<file path="src/rtl/spi_master_ctrl_if.sv">
// Bus bundle for the SPI master controller: request/data side plus the serial pins.
// The master modport is the controller's view; the slave modport is the user/pad side.
interface spi_master_ctrl_if #(
  parameter int DATA_WIDTH = 8
) ();
  logic                  i_start;
  logic [DATA_WIDTH-1:0] i_tx_data;
  logic                  i_miso;
  logic                  o_sclk;
  logic                  o_mosi;
  logic                  o_cs_n;
  logic                  o_busy;
  logic                  o_done;
  logic [DATA_WIDTH-1:0] o_rx_data;

  modport master (
    input  i_start, i_tx_data, i_miso,
    output o_sclk, o_mosi, o_cs_n, o_busy, o_done, o_rx_data
  );

  modport slave (
    output i_start, i_tx_data, i_miso,
    input  o_sclk, o_mosi, o_cs_n, o_busy, o_done, o_rx_data
  );
endinterface

</file>
<file path="src/rtl/spi_master_ctrl.sv">
// SPI mode-0 (CPOL=0, CPHA=0, MSB first) master: one full-duplex frame per accepted start.
// Request handshake: i_start is a level sampled only while idle; o_done pulses once per frame end.
module spi_master_ctrl #(
  parameter int DATA_WIDTH = 8,
  parameter int CLK_DIV    = 4
) (
  input  logic                 i_clk,
  input  logic                 i_rst,
  spi_master_ctrl_if.master    bus,
  output logic [2:0]           o_dbg_state
);

  localparam int PW = (CLK_DIV > 1) ? $clog2(CLK_DIV) : 1;
  localparam int BW = $clog2(DATA_WIDTH);
  localparam logic [PW-1:0] PRESC_LAST = PW'(CLK_DIV - 1);
  localparam logic [BW-1:0] BIT_LAST   = BW'(DATA_WIDTH - 1);

  typedef enum logic [2:0] {
    IDLE  = 3'd0,
    SETUP = 3'd1,
    HIGH  = 3'd2,
    LOW   = 3'd3,
    HOLD  = 3'd4
  } state_t;

  state_t                r_state;
  state_t                w_next_state;
  logic [PW-1:0]         r_presc;
  logic [BW-1:0]         r_bit_cnt;
  logic [DATA_WIDTH-1:0] r_tx;
  logic [DATA_WIDTH-1:0] r_rx;
  logic                  r_sclk;
  logic                  r_mosi;
  logic                  r_cs_n;
  logic                  r_busy;
  logic                  r_done;
  logic [DATA_WIDTH-1:0] r_rx_data;
  logic                  w_phase_end;

  assign w_phase_end = (r_state != IDLE) && (r_presc == PRESC_LAST);

  always_ff @(posedge i_clk or negedge i_rst) begin
    if (!i_rst) r_state <= IDLE;
    else        r_state <= w_next_state;
  end

  always_comb begin
    w_next_state = r_state;
    case (r_state)
      IDLE:    if (bus.i_start) w_next_state = SETUP;
      SETUP:   if (w_phase_end) w_next_state = HIGH;
      HIGH:    if (w_phase_end) w_next_state = (r_bit_cnt != '0) ? LOW : HOLD;
      LOW:     if (w_phase_end) w_next_state = HIGH;
      HOLD:    if (w_phase_end) w_next_state = IDLE;
      default: w_next_state = IDLE;
    endcase
  end

  always_ff @(posedge i_clk or negedge i_rst) begin
    if (!i_rst) begin
      r_presc   <= '0;
      r_bit_cnt <= '0;
      r_tx      <= '0;
      r_rx      <= '0;
      r_sclk    <= 1'b0;
      r_mosi    <= 1'b0;
      r_cs_n    <= 1'b1;
      r_busy    <= 1'b0;
      r_done    <= 1'b0;
      r_rx_data <= '0;
    end else begin
      r_done <= 1'b0;
      if (r_state == IDLE) begin
        r_presc <= '0;
        if (bus.i_start) begin
          r_tx      <= bus.i_tx_data;
          r_mosi    <= bus.i_tx_data[DATA_WIDTH-1];
          r_cs_n    <= 1'b0;
          r_busy    <= 1'b1;
          r_bit_cnt <= BIT_LAST;
        end
      end else begin
        r_presc <= w_phase_end ? '0 : r_presc + PW'(1);
        if (w_phase_end) begin
          case (r_state)
            // Rising SCLK edge: sample MISO at the same clock the pin goes high.
            SETUP, LOW: begin
              r_sclk <= 1'b1;
              r_rx   <= {r_rx[DATA_WIDTH-2:0], bus.i_miso};
            end
            HIGH: begin
              r_sclk <= 1'b0;
              if (r_bit_cnt != '0) begin
                r_bit_cnt <= r_bit_cnt - BW'(1);
                r_tx      <= {r_tx[DATA_WIDTH-2:0], 1'b0};
                r_mosi    <= r_tx[DATA_WIDTH-2];
              end
            end
            HOLD: begin
              r_cs_n    <= 1'b1;
              r_busy    <= 1'b0;
              r_done    <= 1'b1;
              r_rx_data <= r_rx;
              r_mosi    <= 1'b0;
            end
            default: ;
          endcase
        end
      end
    end
  end

  assign bus.o_sclk    = r_sclk;
  assign bus.o_mosi    = r_mosi;
  assign bus.o_cs_n    = r_cs_n;
  assign bus.o_busy    = r_busy;
  assign bus.o_done    = r_done;
  assign bus.o_rx_data = r_rx_data;
  assign o_dbg_state   = r_state;

endmodule

</file>
<file path="src/flat_wrapper.sv">
// flat-port wrapper written by rule: the top's interface ports become plain ports
module spi_master_ctrl_flat 
#(
  parameter int DATA_WIDTH = 8,
  parameter int CLK_DIV    = 4
)
  (i_clk, i_rst, o_dbg_state, bus_i_start, bus_i_tx_data, bus_i_miso, bus_o_sclk, bus_o_mosi, bus_o_cs_n, bus_o_busy, bus_o_done, bus_o_rx_data);
  spi_master_ctrl_if #(.DATA_WIDTH(DATA_WIDTH)) bus_i ();
  input  logic i_clk;
  input  logic i_rst;
  output logic [2:0] o_dbg_state;
  input wire logic [$bits(bus_i.i_start)-1:0] bus_i_start;
  input wire logic [$bits(bus_i.i_tx_data)-1:0] bus_i_tx_data;
  input wire logic [$bits(bus_i.i_miso)-1:0] bus_i_miso;
  output wire logic [$bits(bus_i.o_sclk)-1:0] bus_o_sclk;
  output wire logic [$bits(bus_i.o_mosi)-1:0] bus_o_mosi;
  output wire logic [$bits(bus_i.o_cs_n)-1:0] bus_o_cs_n;
  output wire logic [$bits(bus_i.o_busy)-1:0] bus_o_busy;
  output wire logic [$bits(bus_i.o_done)-1:0] bus_o_done;
  output wire logic [$bits(bus_i.o_rx_data)-1:0] bus_o_rx_data;
  assign bus_i.i_start = bus_i_start;
  assign bus_i.i_tx_data = bus_i_tx_data;
  assign bus_i.i_miso = bus_i_miso;
  assign bus_o_sclk = bus_i.o_sclk;
  assign bus_o_mosi = bus_i.o_mosi;
  assign bus_o_cs_n = bus_i.o_cs_n;
  assign bus_o_busy = bus_i.o_busy;
  assign bus_o_done = bus_i.o_done;
  assign bus_o_rx_data = bus_i.o_rx_data;
  spi_master_ctrl #(.DATA_WIDTH(DATA_WIDTH), .CLK_DIV(CLK_DIV)) u_core (.i_clk(i_clk), .i_rst(i_rst), .bus(bus_i), .o_dbg_state(o_dbg_state));
endmodule
</file>
<file path="config.mk">
export PLATFORM = sky130hd
export DESIGN_NAME = spi_master_ctrl_flat
export DESIGN_NICKNAME = d
export VERILOG_FILES = /design/src/rtl/spi_master_ctrl_if.sv /design/src/rtl/spi_master_ctrl.sv /design/src/flat_wrapper.sv
export SDC_FILE = /design/constraint.sdc
export NUM_CORES = 1
export LEC_CHECK = 0
export CORE_MARGIN = 2
export CORE_UTILIZATION = 49
export CTS_BUF_LIST = sky130_fd_sc_hd__clkbuf_4 sky130_fd_sc_hd__clkbuf_8
export DETAILED_ROUTE_END_ITERATION = 12
export HOLD_SLACK_MARGIN = 0.15
export MAX_ROUTING_LAYER = met4
export PLACE_DENSITY = 0.78
export SYNTH_ARGS = -nofsm -noshare
export SYNTH_HDL_FRONTEND = slang
export SYNTH_SLANG_ARGS = --single-unit
</file>
<file path="constraint.sdc">
create_clock -name i_clk -period 1.7 [get_ports i_clk]
set_input_delay 0.255 -clock i_clk [delete_from_list [all_inputs] [get_ports i_clk]]
set_output_delay 0.255 -clock i_clk [all_outputs]
set_load 0.01 [all_outputs]
</file>
==> results of run 1 <==
power by group:
part / internal (mW) / switching, mW / total (mW)
registers: 1.13 / 0.197 / 1.33
logic: 0.682 / 0.647 / 1.33
clock network: 0.236 / 0.262 / 0.498
critical path, delay by kind of cell (launching register included):
kind,cells,cell delay [ns]
simple gates,2,0.60
compound gates,2,0.38
flops,1,0.45
buf+inv,1,0.17
Yosys cell counts, drive strengths merged, types with 2 or more instances:
| cell | n |
|---|---|
| a21oi | 11 |
| a31oi | 2 |
| buf | 7 |
| dfrtp | 35 |
| ha | 3 |
| inv | 4 |
| mux2 | 16 |
| nand2 | 7 |
| nor2 | 13 |
| nor3b | 2 |
| o21a | 3 |
| o21ai | 2 |
| o22a | 2 |
| o22ai | 7 |
| or2 | 3 |
cell usage in the layout (no fill, tap or decap), types with 3 or more instances in the layout:
master / Yosys / final
sky130_fd_sc_hd__a21oi_1: 11 / 10
sky130_fd_sc_hd__buf_4: 3 / 13
sky130_fd_sc_hd__clkbuf_4: 0 / 7
sky130_fd_sc_hd__clkdlybuf4s50_1: 0 / 25
sky130_fd_sc_hd__dfrtp_1: 35 / 34
sky130_fd_sc_hd__ha_1: 3 / 3
sky130_fd_sc_hd__inv_1: 4 / 4
sky130_fd_sc_hd__mux2_2: 16 / 16
sky130_fd_sc_hd__nand2_1: 7 / 6
sky130_fd_sc_hd__nor2_1: 12 / 10
sky130_fd_sc_hd__nor2_2: 1 / 3
sky130_fd_sc_hd__o21a_1: 3 / 3
sky130_fd_sc_hd__o22ai_1: 7 / 7
registers in the layout, indices dropped and copies added, names as in the netlist:
signal                count
u_core.bus.o_mosi         1
u_core.r_presc            2
u_core.bus.o_rx_data      8
u_core.r_bit_cnt          3
u_core.bus.o_busy         1
u_core.r_rx               8
u_core.bus.o_sclk         1
u_core.bus.o_done         1
u_core.r_tx               7
u_core.bus.o_cs_n         1
u_core.o_dbg_state        3
final timing paths:
kind / start / slack [ns] / depth (start not counted) / to
setup / recovery: u_core.o_dbg_state[0] / 0.04 / 5 / u_core.r_bit_cnt[0]
hold / removal: i_rst / 0.32 / 2 / u_core.r_tx[0]
setup reg to reg: u_core.o_dbg_state[0] / 0.04 / 5 / u_core.r_bit_cnt[0]
hold reg to reg: u_core.r_presc[0] / 0.44 / 1 / u_core.r_presc[0]
max in group asynchronous: i_rst / 1.02 / 2 / u_core.bus.o_cs_n
min in group i_clk: u_core.r_presc[0] / 0.44 / 1 / u_core.r_presc[0]
what timing repair did:
action,CTS,global route
buffers inserted,1,0
cloned,0,0
endpoints found under the setup margin,5,21
resized for setup,0,9
pin swaps,0,3
kinds of logic (layout without fill, tap and decap cells):
| logic type | count (synthesis) | in the layout | synth area share [%] |
|---|---|---|---|
| flops | 36 | 36 | 55.9 |
| fa+ha+maj | 3 | 3 | 2.33 |
| mux | 17 | 17 | 11.8 |
| simple gates | 32 | 32 | 10.2 |
| compound gates | 32 | 32 | 15.0 |
| buf+inv | 11 | 54 | 4.73 |
through the flow:
step	hold slack, ns	util, %	power [mW]	std cells	TNS (ns)
2_1_floorplan	-0.0406	-	2.19	131	-0.959
3_3_place_gp	0.428	63.9	2.56	209	-1.55
3_5_place_dp	0.438	63.9	2.62	209	-1.83
4_1_cts	0.332	66.3	3.14	218	0
5_1_grt	0.356	67.1	3.40	218	-0.137
6_report	0.322	67.1	3.16	218	0
metal layers:
layer	vias to the layer above	track usage, %	routed length [um]
met4	0	5.17	25
met2	35	30.4	1450
met5	-	-	0
met3	3	6.51	188
li1	550	-	-
met1	555	24.8	1440
cell type report:
type	instances	area share, %
sequential	36	43.4
multi-input combinational	84	31.0
timing repair buffer	42	19.0
clock buffer	8	3.19
tap	44	2.65
inverter	4	0.722
==> parameters.txt, run 1 <==
Parameter                              Value

Finish
  Final net count ... roughly 190
  Area of the multi-input gates ... 646 sq um
  Filler instances ... 270
  Diodes inserted ... 0
  Synth-to-layout area growth ... 29.0%
  Area of all sequential standard cells ... 903 sq um
  Share of layout cells above drive strength 1 ... 31.0%
  Area of all placed cells without fillers ... about 2100 sq um

Min path
  Worst min-delay path class ... primary input to asynchronous set/reset pin

Placed design
  Detailed placement HPWL ... 2180 um
  # port buffers ... 27
  Post-Place Setup Slack ... -0.247 ns
  Weighted congestion reported at the end of routability-driven placement ... 0.830
  Total placed instance area ... 1980 sq um

Logic synthesis
  Synthesis warning total ... 0
  Share of synthesized registers carrying an async set or reset ... 100%
  Synth Flop Type ... sky130_fd_sc_hd__dfrtp_1
  Synthesized area divided by synthesized cell count ... around 12 sq um
  Flops & latches, synth ... 36
  Portion of the post-synthesis area used by sequential elements ... 55.9%
  Number of unique standard cell types used by synthesis ... 33
  Cell taking the most area after synthesis ... sky130_fd_sc_hd__dfrtp_1
  Syn Nets ... 146
  Number of enable-type register cells in the synthesized netlist ... 0
  Largest cells by area after synthesis ... sky130_fd_sc_hd__dfrtp_1, sky130_fd_sc_hd__mux2_2, sky130_fd_sc_hd__a21oi_1
  Post-synthesis cell area ... 1610 sq um
  Count of mapped cells out of synthesis ... 131
  Share of Yosys cell area claimed by the top area cell type ... 54.3%

Floorplanning
  I/O pin count ... 28
  Area of the core ... 3100 sq um
  Die boundary width ... 61.4 um
  Initial Util ... 52.0%
  Die area ... approximately 3800 sq um
  Number of rows in the core area ... 20
  Die height ... 61.4 um

STA
  Pins Over Slew Limit ... 0
  Unrepaired setup endpoints after global routing ... yes
  Tcrit/Tclk final ... 97.9%
  Worst Max-Slew Pin Slew ... 0.442 ns
  Worst rel slew slack ... 70.6%
  Clk_skew ... about 0.0099 ns
  Tmin final ... 1.66 ns
  Final Hold Violating Endpoints ... 0
  Peak clock frequency supported by timing ... 601 MHz
  Final setup viols ... 0
  Post-route worst setup slack ... 0.0350 ns

Pwr
  Total power per unit cell area ... 1520 nW/um^2
  Worst vdd ir ... 0.721 mV
  Static Leak ... 0.952 nW

Global routing
  Global-route wire length before repair ... 5110 um
  Global-route usage over all layers ... slightly below 20%
  Via count of the first global-routing pass ... ~1200
  Largest net degree at the start of global routing ... 37
  Sum of overflow across all layers after global routing ... 0
  Number of antenna violations at the first check in global routing ... 0

Worst setup path
  Critical path data arrival time ... just under 2 ns
  Largest stage delay, worst path ... 0.56 ns
  Type of the setup path with the least slack ... flip-flop to flip-flop
  CP max stage cell ... sky130_fd_sc_hd__or4b_4
  Required time reported for the critical path endpoint ... 1.96 ns
  CP startpoint kind ... flip-flop
  Cell breakdown of the critical path ... or4b_4 > a221oi_4 > buf_6 > nor2_2 > a41oi_2
  Crit Path Max Fanout ... 8
  CP endpoint kind ... flip-flop

Clock tree
  Clock buffer depth ... 2
  Worst-Skew Late Latency ... around 0.33 ns
  Hold buffers post-CTS ... 0
  Library cell used as clock root buffer ... sky130_fd_sc_hd__clkbuf_4
  Number of sinks on the clock net ... 36
  TritonCTS Buffers ... 5
  Max H-tree Level ... 2
  Clock tree from TritonCTS ... done
  CTS clk-pin slew, worst paths ... 0.11 ns

Detailed routing
  Detail-routed net length per standard cell ... 14.2 um
  Routed wire length ... 3100 um
  DRT antenna net count ... 0
  DRC violations left ... 0
  Via total after detailed routing ... 1143
  First-pass DRT Iterations ... 4
  Via density per instance ... around 5.2
  DRT iter0 DRCs ... 50

Job
  Max cap viols ... 0

Run status
  Status ... completed
Power figures use the tool's default switching activity.
==> run 2: changes to the inputs <==
CORE_UTILIZATION = 46   (was 49)
CTS_BUF_LIST = unset   (was sky130_fd_sc_hd__clkbuf_4 sky130_fd_sc_hd__clkbuf_8)
PLACE_DENSITY = 0.74   (was 0.78)
REMOVE_ABC_BUFFERS = 1   (was unset)
SKIP_LAST_GASP = 1   (was unset)
==> run 2 against run 1 <==
Clock power rose by 16%. Combinational power rose by 8%. Largest cell class unchanged. Highest routed layer unchanged. Non-clock buffer count rose by 6.
==> parameters.txt, run 2 (synthesized netlist as in run 1, its figures left out) <==
Parameter                              Value

Run status
  Status ... completed

Finish
  Synth-to-layout area growth ... 33.2%
  Final net count ... 194
  Leading cell types in the layout, fill and taps excluded ... sky130_fd_sc_hd__dfrtp_1, sky130_fd_sc_hd__clkdlybuf4s50_1, sky130_fd_sc_hd__buf_4
  Area of all placed cells without fillers ... between 2000 and 2500 sq um
  Share of layout cells above drive strength 1 ... 30.0%
  Number of non-filler instances in the completed layout ... 226
  Most common cell after layout, fill and taps aside ... sky130_fd_sc_hd__dfrtp_1
  Final Core Density ... 63.9%
  Diodes inserted ... 0

Min path
  Worst min-delay path class ... primary input to asynchronous set/reset pin

STA
  Pins Over Slew Limit ... 0
  Final Hold Violating Endpoints ... 0
  Worst rel slew slack ... 75.8%
  Post-route worst setup slack ... 0.0376 ns
  Unrepaired setup endpoints after global routing ... yes
  Worst Hold Slack ... roughly 0.28 ns
  Tmin final ... 1.66 ns
  Tcrit/Tclk final ... 97.8%
  Clk_skew ... 0.00975 ns
  Peak clock frequency supported by timing ... roughly 600 MHz
  Setup tns final ... 0 ns
  Final setup viols ... 0
  Worst Max-Slew Pin Slew ... 0.363 ns

Worst setup path
  Type of the setup path with the least slack ... flip-flop to flip-flop
  Family of cells with the greatest summed delay on the critical path ... simple AND/OR/NAND/NOR gates
  Slack of the worst reg-to-reg path ... 0.04 ns
  CP endpoint kind ... flip-flop
  CP max stage cell ... sky130_fd_sc_hd__or4b_4
  Launch instance of the worst register-to-register path ... u_core.o_dbg_state[1]
  Largest stage delay, worst path ... 0.57 ns
  Required time reported for the critical path endpoint ... 1.95 ns
  Cell breakdown of the critical path ... or4b_4 > a221oi_4 > buf_6 > nor2_1 > a21oi_1
  Crit Path Max Fanout ... 7
  Buf/Inv on CP ... 1
  CP startpoint kind ... flip-flop
  Critical path data arrival time ... 1.92 ns
  Crit path launch ... u_core.o_dbg_state[1]

Floorplanning
  Area of the core ... roughly 3400 sq um
  Die area ... 4000 sq um
  Initial Util ... 48.0%
  Number of rows in the core area ... 21
  Die height ... between 60 and 70 um
  I/O pin count ... 28
  Die boundary width ... 63.2 um

Job
  Max cap viols ... 0

Clock tree
  Library cell used as clock root buffer ... sky130_fd_sc_hd__clkbuf_4
  Max H-tree Level ... 2
  Clock tree from TritonCTS ... done
  CTS clk-pin slew, worst paths ... 0.11 ns
  Clock buffer depth ... 2
  TritonCTS Buffers ... 5
  Worst-Skew Late Latency ... 0.33 ns
  Number of sinks on the clock net ... 36
  Hold buffers post-CTS ... 0

Placed design
  Detailed placement HPWL ... 2240 um
  Post-Place Setup Slack ... -0.226 ns
  Total placed instance area ... 2040 sq um
  # placed instances ... about 220
  Weighted congestion reported at the end of routability-driven placement ... 0.839
  # port buffers ... 27

Global routing
  Sum of overflow across all layers after global routing ... 0
  Met2 track utilization from global routing ... around 29%
  GRT met3 Usage ... 5.36%
  Global route hottest layer ... met2
  Global-route usage over all layers ... about 18%
  Number of antenna violations at the first check in global routing ... 0
  Global-route wire length before repair ... 5350 um
  Largest net degree at the start of global routing ... 37
  Via count of the first global-routing pass ... 1184
  Met1 usage in global routing ... a little over a fifth

Pwr
  Design Power ... 3.33 mW
  Total power per unit cell area ... 1550 nW/um^2
  Static Leak ... roughly 1 nW
  Worst vdd ir ... 0.860 mV

Detailed routing
  DRT antenna net count ... 0
  DRT iter0 DRCs ... 45
  Via density per instance ... a little over 5
  Detail-routed net length per standard cell ... 13.7 um
  First-pass DRT Iterations ... 4
  DRC violations left ... 0
  Routed wire length ... roughly 3000 um
  Via total after detailed routing ... between 1000 and 1500
==> run 2: changes by cell type in the layout (fill, tap and decap cells not counted), sizes merged <==
cell / previous run / this run
clkbuf: 8 / 6
dlygate4sd2: 0 / 1
clkinv: 0 / 1
dlymetal6s2s: 2 / 3
buf: 15 / 21
bufinv: 0 / 1
clkdlybuf4s50: 25 / 23
==> run 2: worst paths after layout <==
kind / to / cells after the start
max: u_core.r_tx[4] / 5
min: u_core.r_tx[0] / 2
max reg2reg: u_core.r_tx[4] / 5
min reg2reg: u_core.r_presc[0] / 1
max in group asynchronous: u_core.bus.o_cs_n / 2
min in group i_clk: u_core.r_presc[0] / 1
==> run 2: area by class of cell <==
class                   instances  area, sq um
inverters                       4         15.0
flip-flops and latches         36          902
clock buffers                   6         41.3
clock inverters                 2         35.0
repair buffers                 48          463
multi-input cells              84          634
fillers                       291         1210
well taps                      46         57.6
==> run 2: repair_timing <==
item | 4_1_cts | 5_1_grt
setup endpoints to repair | 2 | 12
setup buffers | 1 | 2
gates resized for setup | 1 | 4
==> run 2: power by group <==
group	internal, mW	total, mW	switching, mW
combinational	0.761	1.44	0.679
sequential	1.13	1.31	0.176
clock	0.308	0.579	0.271
total	2.20	3.33	1.13
==> run 2: layer usage <==
layer | wire [um] | vias to the layer above | part of all wire, %
met3 | 117 | 2 | 3.8
met5 | 0 | - | 0
met2 | 1560 | 27 | 50
met1 | 1390 | 574 | 45
met4 | 19 | 0 | 0.61
li1 | - | 568 | -
==> run 3: changes to the inputs <==
CORE_ASPECT_RATIO = 0.9   (was unset)
PLACE_DENSITY = unset   (was 0.74)
PLACE_DENSITY_LB_ADDON = 0.05   (was unset)
==> run 3 against run 2 <==
Via count decreased by 1.6%. Sequential share of layout area grew 0.15 points. Utilization down 0.51 points. Total power down 0.60%. Routed wire length down 1.1%. Maximum frequency down 0.99%. Count of clock-buffer cells in the layout is 1 higher. Worst hold slack gained 0.11 ns. Clock skew shrank 0.0041 ns. First-iteration DRC count is 4.4% higher. Die area hardly changed. Critical path type unchanged. Largest power group unchanged. Highest routed layer unchanged.
==> parameters.txt, run 3 (synthesized netlist as in run 1, its figures left out) <==
Parameter                              Value

Worst setup path
  CP startpoint kind ... flip-flop
  Crit Path Max Fanout ... 4
  CP endpoint kind ... flip-flop
  Required time reported for the critical path endpoint ... between 1.5 and 2 ns
  CP max stage cell ... sky130_fd_sc_hd__or4b_4
  Largest stage delay, worst path ... 0.57 ns
  Type of the setup path with the least slack ... flip-flop to flip-flop
  Critical path data arrival time ... 1.88 ns
  Cell breakdown of the critical path ... or4b_4 > a221oi_4 > buf_4 > nor2_2 > a41oi_2

Placed design
  Total placed instance area ... ~2000 sq um
  Weighted congestion reported at the end of routability-driven placement ... 0.807
  Detailed placement HPWL ... 2250 um
  # placed instances ... 214
  # port buffers ... 27

STA
  Tcrit/Tclk final ... 98.8%
  Worst rel slew slack ... 70.1%
  Clk_skew ... roughly 0.0057 ns
  Worst Hold Slack ... 0.390 ns
  Peak clock frequency supported by timing ... just under 600 MHz
  Tmin final ... 1.68 ns
  Worst Max-Slew Pin Slew ... 0.449 ns
  Final setup viols ... 0
  Unrepaired setup endpoints after global routing ... yes
  Final Hold Violating Endpoints ... 0
  Pins Over Slew Limit ... 0

Floorplanning
  Area of the core ... 3380 sq um
  I/O pin count ... 28
  Number of rows in the core area ... 20
  Die boundary width ... between 60 and 70 um
  Die area ... 4000 sq um
  Die height ... about 60 um
  Initial Util ... 47.7%

Finish
  Number of non-filler instances in the completed layout ... roughly 220
  Filler instances ... 286
  Final net count ... 193
  Share of layout cells above drive strength 1 ... between 30 and 40%
  Diodes inserted ... 0
  Leading cell types in the layout, fill and taps excluded ... sky130_fd_sc_hd__dfrtp_1, sky130_fd_sc_hd__clkdlybuf4s50_1, sky130_fd_sc_hd__mux2_2, sky130_fd_sc_hd__buf_4, sky130_fd_sc_hd__nor2_1
  Area of all placed cells without fillers ... 2140 sq um
  Most common cell after layout, fill and taps aside ... sky130_fd_sc_hd__dfrtp_1
  Synth-to-layout area growth ... 32.7%

Pwr
  Design Power ... 3.31 mW
  Total power per unit cell area ... ~1500 nW/um^2
  Worst vdd ir ... 0.804 mV
  Static Leak ... 0.964 nW

Clock tree
  CTS clk-pin slew, worst paths ... 0.07 ns
  Clock buffer depth ... 2
  TritonCTS Buffers ... 5
  Clock tree from TritonCTS ... done
  Worst-Skew Late Latency ... 0.28 ns
  Number of sinks on the clock net ... 36
  Max H-tree Level ... 2
  Library cell used as clock root buffer ... sky130_fd_sc_hd__clkbuf_8

Global routing
  Via count of the first global-routing pass ... 1180
  Global-route usage over all layers ... between 10% and 20%
  Largest net degree at the start of global routing ... 37
  Global-route wire length before repair ... 5330 um
  Number of antenna violations at the first check in global routing ... 0
  Sum of overflow across all layers after global routing ... 0

Min path
  Worst min-delay path class ... primary input to asynchronous set/reset pin

Detailed routing
  Routed wire length ... 3060 um
  Detail-routed net length per standard cell ... 13.7 um
  DRT antenna net count ... 0
  Via density per instance ... between 5 and 6
  DRC violations left ... 0
  Via total after detailed routing ... about 1200
  First-pass DRT Iterations ... 4
  DRT iter0 DRCs ... between 40 and 50

Job
  Max cap viols ... 0

Run status
  Status ... completed
-- run 3: changes by cell type in the layout (fill, tap and decap cells not counted), moves of 2 or more --
cell,change
sky130_fd_sc_hd__buf_4,-2
sky130_fd_sc_hd__clkbuf_4,-5
sky130_fd_sc_hd__dlymetal6s2s_1,-2
sky130_fd_sc_hd__clkbuf_8,+5
sky130_fd_sc_hd__buf_6,+2
sky130_fd_sc_hd__clkdlybuf4s50_1,+3
-- run 3: where the power goes --
part / internal, mW / switching (mW) / leakage [nW]
logic: 0.756 / 0.666 / 0.488
registers: 1.14 / 0.185 / 0.434
clock network: 0.287 / 0.278 / 0.0422
-- run 3: layout make-up --
| type | instances | area, sq um | share of cell area (%) |
|---|---|---|---|
| sequential | 36 | 902 | 42.1 |
| clock inverter | 1 | 5.00 | 0.234 |
| timing repair buffer | 47 | 447 | 20.9 |
| multi-input combinational | 84 | 641 | 29.9 |
| tap | 44 | 55.1 | 2.57 |
| inverter | 4 | 15.0 | 0.701 |
| clock buffer | 7 | 76.3 | 3.57 |
-- run 3: worst paths after layout --
path | start | end | slack, ns | depth (start not counted)
max | u_core.o_dbg_state[1] | u_core.r_bit_cnt[0] | 0.02 | 5
min in group i_clk | u_core.r_presc[0] | u_core.r_presc[0] | 0.46 | 1
min | i_rst | u_core.r_tx[4] | 0.39 | 2
max reg2reg | u_core.o_dbg_state[1] | u_core.r_bit_cnt[0] | 0.02 | 5
min reg2reg | u_core.r_presc[0] | u_core.r_presc[0] | 0.46 | 1
max in group asynchronous | i_rst | u_core.bus.o_cs_n | 0.96 | 2
-- run 3: critical path, delay by kind of cell, from the launching register on --
kind / cells / cell delay, ns
DFF: 1 / 0.43
AOI/OAI and AO/OA: 2 / 0.41
buffers and inverters: 1 / 0.16
and+or+nand+nor: 2 / 0.60
-- run 3: metrics by stage --
step                      setup slack, ns  utilization, %  TNS [ns]
after floorplan                    -0.180               -     -2.19
after detailed placement           -0.199            60.1     -1.44
after CTS                         0.00212            62.7         0
final                              0.0211            63.4         0
after global routing              -0.0767            63.4    -0.420
after global placement             -0.157            60.1     -1.17
-- run 3: what timing repair did --
| item | 4_1_cts | 5_1_grt |
|---|---|---|
| pin swaps | 0 | 0 |
| hold buffers | 0 | 0 |
| setup buffers | 0 | 1 |
| resized for setup | 1 | 5 |
| setup endpoints to repair | 1 | 17 |
-- run 3: layer usage --
metal  vias up  share of wire [%]  GRT usage, %
li1        556                  -             -
met1       563                 47          23.0
met2        31                 48          29.6
met3         2                5.0          5.84
met4         0               0.33          5.83
met5         -                  0             -
